==> src/rtl/crossbar_route_unit.sv <==
// Steers each master port's granted slave beat into a 2-entry skid buffer (OUT + SKID).
// Latency 1 cycle; m_ready_i never reaches s_ready_o combinationally, full buffers stall slaves.
module crossbar_route_unit #(
  parameter int unsigned T_DATA_WIDTH = 8,
  parameter int unsigned S_DATA_COUNT = 2,
  parameter int unsigned M_DATA_COUNT = 3,
  localparam int unsigned T_ID___WIDTH = $clog2(S_DATA_COUNT),
  localparam int unsigned T_DEST_WIDTH = $clog2(M_DATA_COUNT)
) (
  input  logic                                       clk_i,
  input  logic                                       rst_in,
  input  logic [S_DATA_COUNT-1:0][T_DATA_WIDTH-1:0]  s_data_i,
  input  logic [S_DATA_COUNT-1:0][T_DEST_WIDTH-1:0]  s_dest_i,
  input  logic [S_DATA_COUNT-1:0]                    s_last_i,
  input  logic [S_DATA_COUNT-1:0]                    s_valid_i,
  output logic [S_DATA_COUNT-1:0]                    s_ready_o,
  input  logic [M_DATA_COUNT-1:0][T_ID___WIDTH-1:0]  grant_i,
  input  logic [M_DATA_COUNT-1:0]                    grant_valid_i,
  output logic [M_DATA_COUNT-1:0][T_DATA_WIDTH-1:0]  m_data_o,
  output logic [M_DATA_COUNT-1:0][T_ID___WIDTH-1:0]  m_id_o,
  output logic [M_DATA_COUNT-1:0]                    m_last_o,
  output logic [M_DATA_COUNT-1:0]                    m_valid_o,
  input  logic [M_DATA_COUNT-1:0]                    m_ready_i
);

  typedef enum logic [1:0] {EMPTY, ONE, TWO} state_e;

  typedef struct packed {
    logic [T_DATA_WIDTH-1:0] data;
    logic                    last;
    logic [T_ID___WIDTH-1:0] id;
  } beat_t;

  state_e state_q [M_DATA_COUNT];
  beat_t  out_q   [M_DATA_COUNT];
  beat_t  skid_q  [M_DATA_COUNT];

  logic [M_DATA_COUNT-1:0] full;
  logic [M_DATA_COUNT-1:0] pop;
  logic [M_DATA_COUNT-1:0] push;
  beat_t                   push_beat [M_DATA_COUNT];

  always_comb begin
    for (int j = 0; j < M_DATA_COUNT; j++) begin
      full[j]      = (state_q[j] == TWO);
      m_valid_o[j] = (state_q[j] != EMPTY);
      pop[j]       = m_valid_o[j] && m_ready_i[j];
      m_data_o[j]  = out_q[j].data;
      m_last_o[j]  = out_q[j].last;
      m_id_o[j]    = out_q[j].id;
    end
  end

  // Dest is unique per slave, so each slave matches at most one port; each port's grant picks one slave.
  always_comb begin
    s_ready_o = '0;
    push      = '0;
    for (int j = 0; j < M_DATA_COUNT; j++) push_beat[j] = '0;
    for (int i = 0; i < S_DATA_COUNT; i++) begin
      for (int j = 0; j < M_DATA_COUNT; j++) begin
        if (grant_valid_i[j] && (grant_i[j] == T_ID___WIDTH'(i)) &&
            (s_dest_i[i] == T_DEST_WIDTH'(j)) && !full[j]) begin
          s_ready_o[i] = 1'b1;
          if (s_valid_i[i]) begin
            push[j]      = 1'b1;
            push_beat[j] = '{data: s_data_i[i], last: s_last_i[i], id: T_ID___WIDTH'(i)};
          end
        end
      end
    end
  end

  always_ff @(posedge clk_i or negedge rst_in) begin
    if (!rst_in) begin
      for (int j = 0; j < M_DATA_COUNT; j++) begin
        state_q[j] <= EMPTY;
        out_q[j]   <= '0;
        skid_q[j]  <= '0;
      end
    end else begin
      for (int j = 0; j < M_DATA_COUNT; j++) begin
        case (state_q[j])
          EMPTY: begin
            if (push[j]) begin
              out_q[j]   <= push_beat[j];
              state_q[j] <= ONE;
            end
          end
          ONE: begin
            if (push[j] && pop[j]) begin
              out_q[j] <= push_beat[j];
            end else if (pop[j]) begin
              state_q[j] <= EMPTY;
            end else if (push[j]) begin
              skid_q[j]  <= push_beat[j];
              state_q[j] <= TWO;
            end
          end
          TWO: begin
            if (pop[j]) begin
              out_q[j]   <= skid_q[j];
              state_q[j] <= ONE;
            end
          end
          default: state_q[j] <= EMPTY;
        endcase
      end
    end
  end

endmodule
==> config.mk <==
export PLATFORM = sky130hd
export DESIGN_NAME = crossbar_route_unit
export DESIGN_NICKNAME = d
export VERILOG_FILES = /design/src/rtl/crossbar_route_unit.sv
export SDC_FILE = /design/constraint.sdc
export NUM_CORES = 1
export LEC_CHECK = 0
export CAP_MARGIN = 20
export CORE_MARGIN = 2
export CORE_UTILIZATION = 43
export DETAILED_ROUTE_END_ITERATION = 8
export GPL_TIMING_DRIVEN = 0
export MAX_ROUTING_LAYER = met4
export PLACE_DENSITY = 0.77
export SETUP_SLACK_MARGIN = 0.1
export SYNTH_ARGS = -nofsm -noshare
export SYNTH_HDL_FRONTEND = slang
export SYNTH_SLANG_ARGS = --single-unit
==> constraint.sdc <==
create_clock -name clk_i -period 5.2 [get_ports clk_i]
set_clock_uncertainty 0.15 [all_clocks]
set_input_delay 1.04 -clock clk_i [delete_from_list [all_inputs] [get_ports clk_i]]
set_output_delay 1.04 -clock clk_i [all_outputs]
set_load 0.005 [all_outputs]
==> impl_metrics.py <==
metrics = {
    "cts": {
        "cts.sinks": 66,
        "clockBufferDepth": 2,
        "cts_setup_buffers": 0,
        "cts_buffers": 9,
        "clk_pin_slew_ps": 70,
        "htree_levels": 3,
        "cts_hold_buf": 0,
        "clk_latency_ps": 340,
        "cts_tree": "done",
        "cts_root_buf": "clkbuf_8",
        "cts_resized": 0,
    },
    "routing": {
        "wl_mm": 9.205,
        "viasPerCell": 5.913,
        "drc_errors": 0,
        "ant_nets": 0,
        "drtIter0Drc": 204,
        "wl_per_cell_um": 17.74,
        "vias": 3069,
        "drt_first_pass_iters": 5,
    },
    "synth": {
        "synth_edf_count": 0,
        "netlist_area_um2": 3586,
        "async_flop_share_pct": 100.0,
        "synthCells": 330,
        "yosysSeqAreaShare_pct": 46.06,
        "syn_nets": 365,
        "synth_ff_type": "dfrtp_1",
        "ys_types": 55,
        "ys_ff_latch": 66,
        "avgSynthCellArea_um2": 10.87,
        "yosysWarningCount": 0,
    },
    "critical_path": {
        "path_max_fanout": 7,
        "cp_cell_sequence": "clkdlybuf4s50_1 -> or4b_4 -> nand2b_1 -> nand3_1 -> clkdlybuf4s50_1",
        "path_class": "input port to output pin",
        "slowest_stage": "or4b_4",
        "cp-start-kind": "input port",
        "max_stage_delay_ps": 640,
        "cp.required_ps": 4010,
        "endpoint_kind": "output pin",
        "arrival_ps": 3180,
        "path_common_cell": "clkdlybuf4s50_1",
    },
    "grt": {
        "gr-total-overflow": 0,
        "grt_max_degree": 67,
        "grtUsageTotal_pct": 22.41,
        "antenna_found_initial": 0,
        "grt_pass1_wl_mm": 14.95,
        "grt_pass1_vias": 2946,
    },
    "floorplan": {
        "start_util_pct": 44.09,
        "fp.dieW_um": 95.32,
        "design.core.area_um2": 8134,
        "num_rows": 33,
        "die_h_um": 95.32,
        "dieArea_um2": 9086,
        "io_pins": 70,
    },
    "finish": {
        "diodes": 0,
        "fill_cells": 704,
        "fin_util_pct": 56.44,
        "finalNetCount": 445,
        "syn_to_final_growth_pct": 28.02,
        "drive_above_1_share_pct": 13.77,
    },
    "pwr": {
        "p_leak_nw": 1.986,
        "peakVddDrop_uv": 132.9,
        "power_density_nw_per_um2": 273.6,
    },
    "run_status": {
        "outcome": "completed",
    },
    "sta": {
        "fin_crit_sh_pct": 83.99,
        "fin_setup_tns_ps": 0,
        "period_minus_slack_ps": 4368,
        "rsz0062_at_grt": "no",
        "finalHoldViolations": 0,
        "slew_viol_final": 0,
        "fmax_mhz": 229.0,
        "slew_headroom_pct": 28.49,
        "tightest_slew_ps": 1070,
        "setup-violations-final": 0,
    },
    "min_path": {
        "hold_path.class": "flip-flop to flip-flop",
    },
    "placement": {
        "port_buffers": 69,
        "hpwl_mm": 7.031,
        "gp_congestion": 0.9037,
    },
    "run": {
        "max-cap-violations": 0,
    },
}
[layout by cell type (no fill, tap or decap), types with 2 or more instances in the layout]
cell type | Yosys | final
inv_1 | 7 | 7
o32ai_1 | 3 | 3
a21o_1 | 4 | 4
a221oi_1 | 3 | 3
nand2_1 | 42 | 42
a221o_1 | 16 | 16
or2_2 | 2 | 2
clkdlybuf4s50_1 | 0 | 68
o22ai_1 | 4 | 4
mux2i_1 | 4 | 4
dfrtp_1 | 66 | 66
o2bb2ai_1 | 5 | 5
mux2_4 | 9 | 9
nand3_1 | 3 | 3
o221ai_1 | 3 | 3
clkbuf_8 | 0 | 10
nor2b_1 | 13 | 13
nor2_1 | 5 | 5
clkbuf_1 | 11 | 13
o22a_1 | 3 | 3
nand2b_1 | 6 | 6
a2bb2o_1 | 4 | 4
mux2_2 | 19 | 19
nor3b_1 | 3 | 3
a21oi_1 | 11 | 11
nand4_1 | 3 | 3
clkinv_2 | 0 | 2
buf_2 | 3 | 3
o21ai_0 | 15 | 15
o32a_1 | 6 | 6
nor3_1 | 11 | 11
a22o_1 | 19 | 19
nand4bb_1 | 2 | 2
[Yosys cell counts, types with 2 or more instances]
library cell,number,area share [%]
inv_1,7,0.73
nand3_1,3,0.42
nor2b_1,13,2.3
nor3_1,11,1.5
nand4_1,3,0.52
nand2b_1,6,1.0
o22a_1,3,0.73
or2_2,2,0.35
o22ai_1,4,0.70
a2bb2o_1,4,1.1
nand4bb_1,2,0.63
o221ai_1,3,0.73
dfrtp_1,66,46
nor3b_1,3,0.63
nand2_1,42,4.4
a221o_1,16,4.5
o2bb2ai_1,5,1.2
a221oi_1,3,0.73
mux2_4,9,3.8
buf_2,3,0.42
mux2i_1,4,1.1
nor2_1,5,0.52
mux2_2,19,6.0
a21o_1,4,0.84
clkbuf_1,11,1.2
o32a_1,6,1.7
o32ai_1,3,0.73
a21oi_1,11,1.5
a22o_1,19,4.6
o21ai_0,15,2.1
[sequential cells by signal, summed over array words and instances, names as in the netlist]
register and cells:
m_last_o 3, state_q 6, m_id_o 3, skid_q 30
m_data_o 24
[layer usage]
metal	global-route usage [%]	share of wire (%)	up-vias
li1	-	-	1433
met1	30.54	43	1502
met2	34.15	49	109
met3	2.609	5.8	25
met4	9.179	2.5	0
met5	-	0	-
[logic make-up (layout without fill, tap and decap cells)]
| logic type | count (synthesis) | in the layout | share of synthesized area (%) |
|---|---|---|---|
| XOR/XNOR | 1 | 1 | 0.2443 |
| multiplexers | 32 | 32 | 10.85 |
| buffers and inverters | 24 | 108 | 3.280 |
| AND/OR/NAND/NOR | 101 | 101 | 15.56 |
| flip-flops | 66 | 66 | 46.06 |
| AO/OA/AOI/OAI | 106 | 106 | 24.01 |
[layout make-up]
| type | count | area, µm² | share of cell area, % |
|---|---|---|---|
| Inverter | 8 | 30.03 | 0.6541 |
| Buffer | 16 | 87.58 | 1.908 |
| Multi-Input combinational cell | 240 | 1817 | 39.57 |
| Timing Repair Buffer | 69 | 688.2 | 14.99 |
| Clock inverter | 3 | 40.04 | 0.8722 |
| Tap cell | 105 | 131.4 | 2.862 |
| Clock buffer | 12 | 145.1 | 3.162 |
| Sequential cell | 66 | 1652 | 35.98 |
[worst max-delay path: cells and delay by family]
| family | cells | cell delay [ps] |
|---|---|---|
| AND/OR/NAND/NOR | 3 | 1090 |
| buffers and inverters | 2 | 1040 |
[power breakdown]
part / total [mW] / internal [mW] / switching [mW] / leakage (nW)
Clock: 0.420 / 0.231 / 0.189 / 0.0962
Sequential: 0.593 / 0.559 / 0.0334 / 0.896
Combinational: 0.243 / 0.149 / 0.0939 / 0.994
Total: 1.26 / 0.939 / 0.317 / 1.99
[per-stage QoR]
| stage | power, mW | worst slack, ps | area [µm²] | hold WS (ps) | cells |
|---|---|---|---|---|---|
| 2_1_floorplan | 0.6947 | 2071 | 3586 | 299.7 | 330 |
| 3_3_place_gp | 0.8413 | 788.0 | 4408 | 313.5 | 504 |
| 3_5_place_dp | 0.8477 | 832.5 | 4405 | 321.9 | 504 |
| 4_1_cts | 1.265 | 837.7 | 4591 | 336.1 | 519 |
| 5_1_grt | 1.316 | 769.9 | 4591 | 364.9 | 519 |
| 6_report | 1.256 | 832.4 | 4591 | 335.1 | 519 |
[final timing paths]
path / from / endpoint / slack, ps / cells past startpoint
max: s_dest_i[1] / s_ready_o[0] / 830 / 5
min: skid_q[17] / skid_q[17] / 340 / 2
max reg2reg: state_q[1] / skid_q[5] / 2930 / 4
min reg2reg: skid_q[17] / skid_q[17] / 340 / 2
max in group asynchronous: rst_in / skid_q[12] / 3700 / 1
min in group asynchronous: rst_in / m_data_o[22] / 640 / 1
No activity file was read; power rests on OpenSTA's default activity.
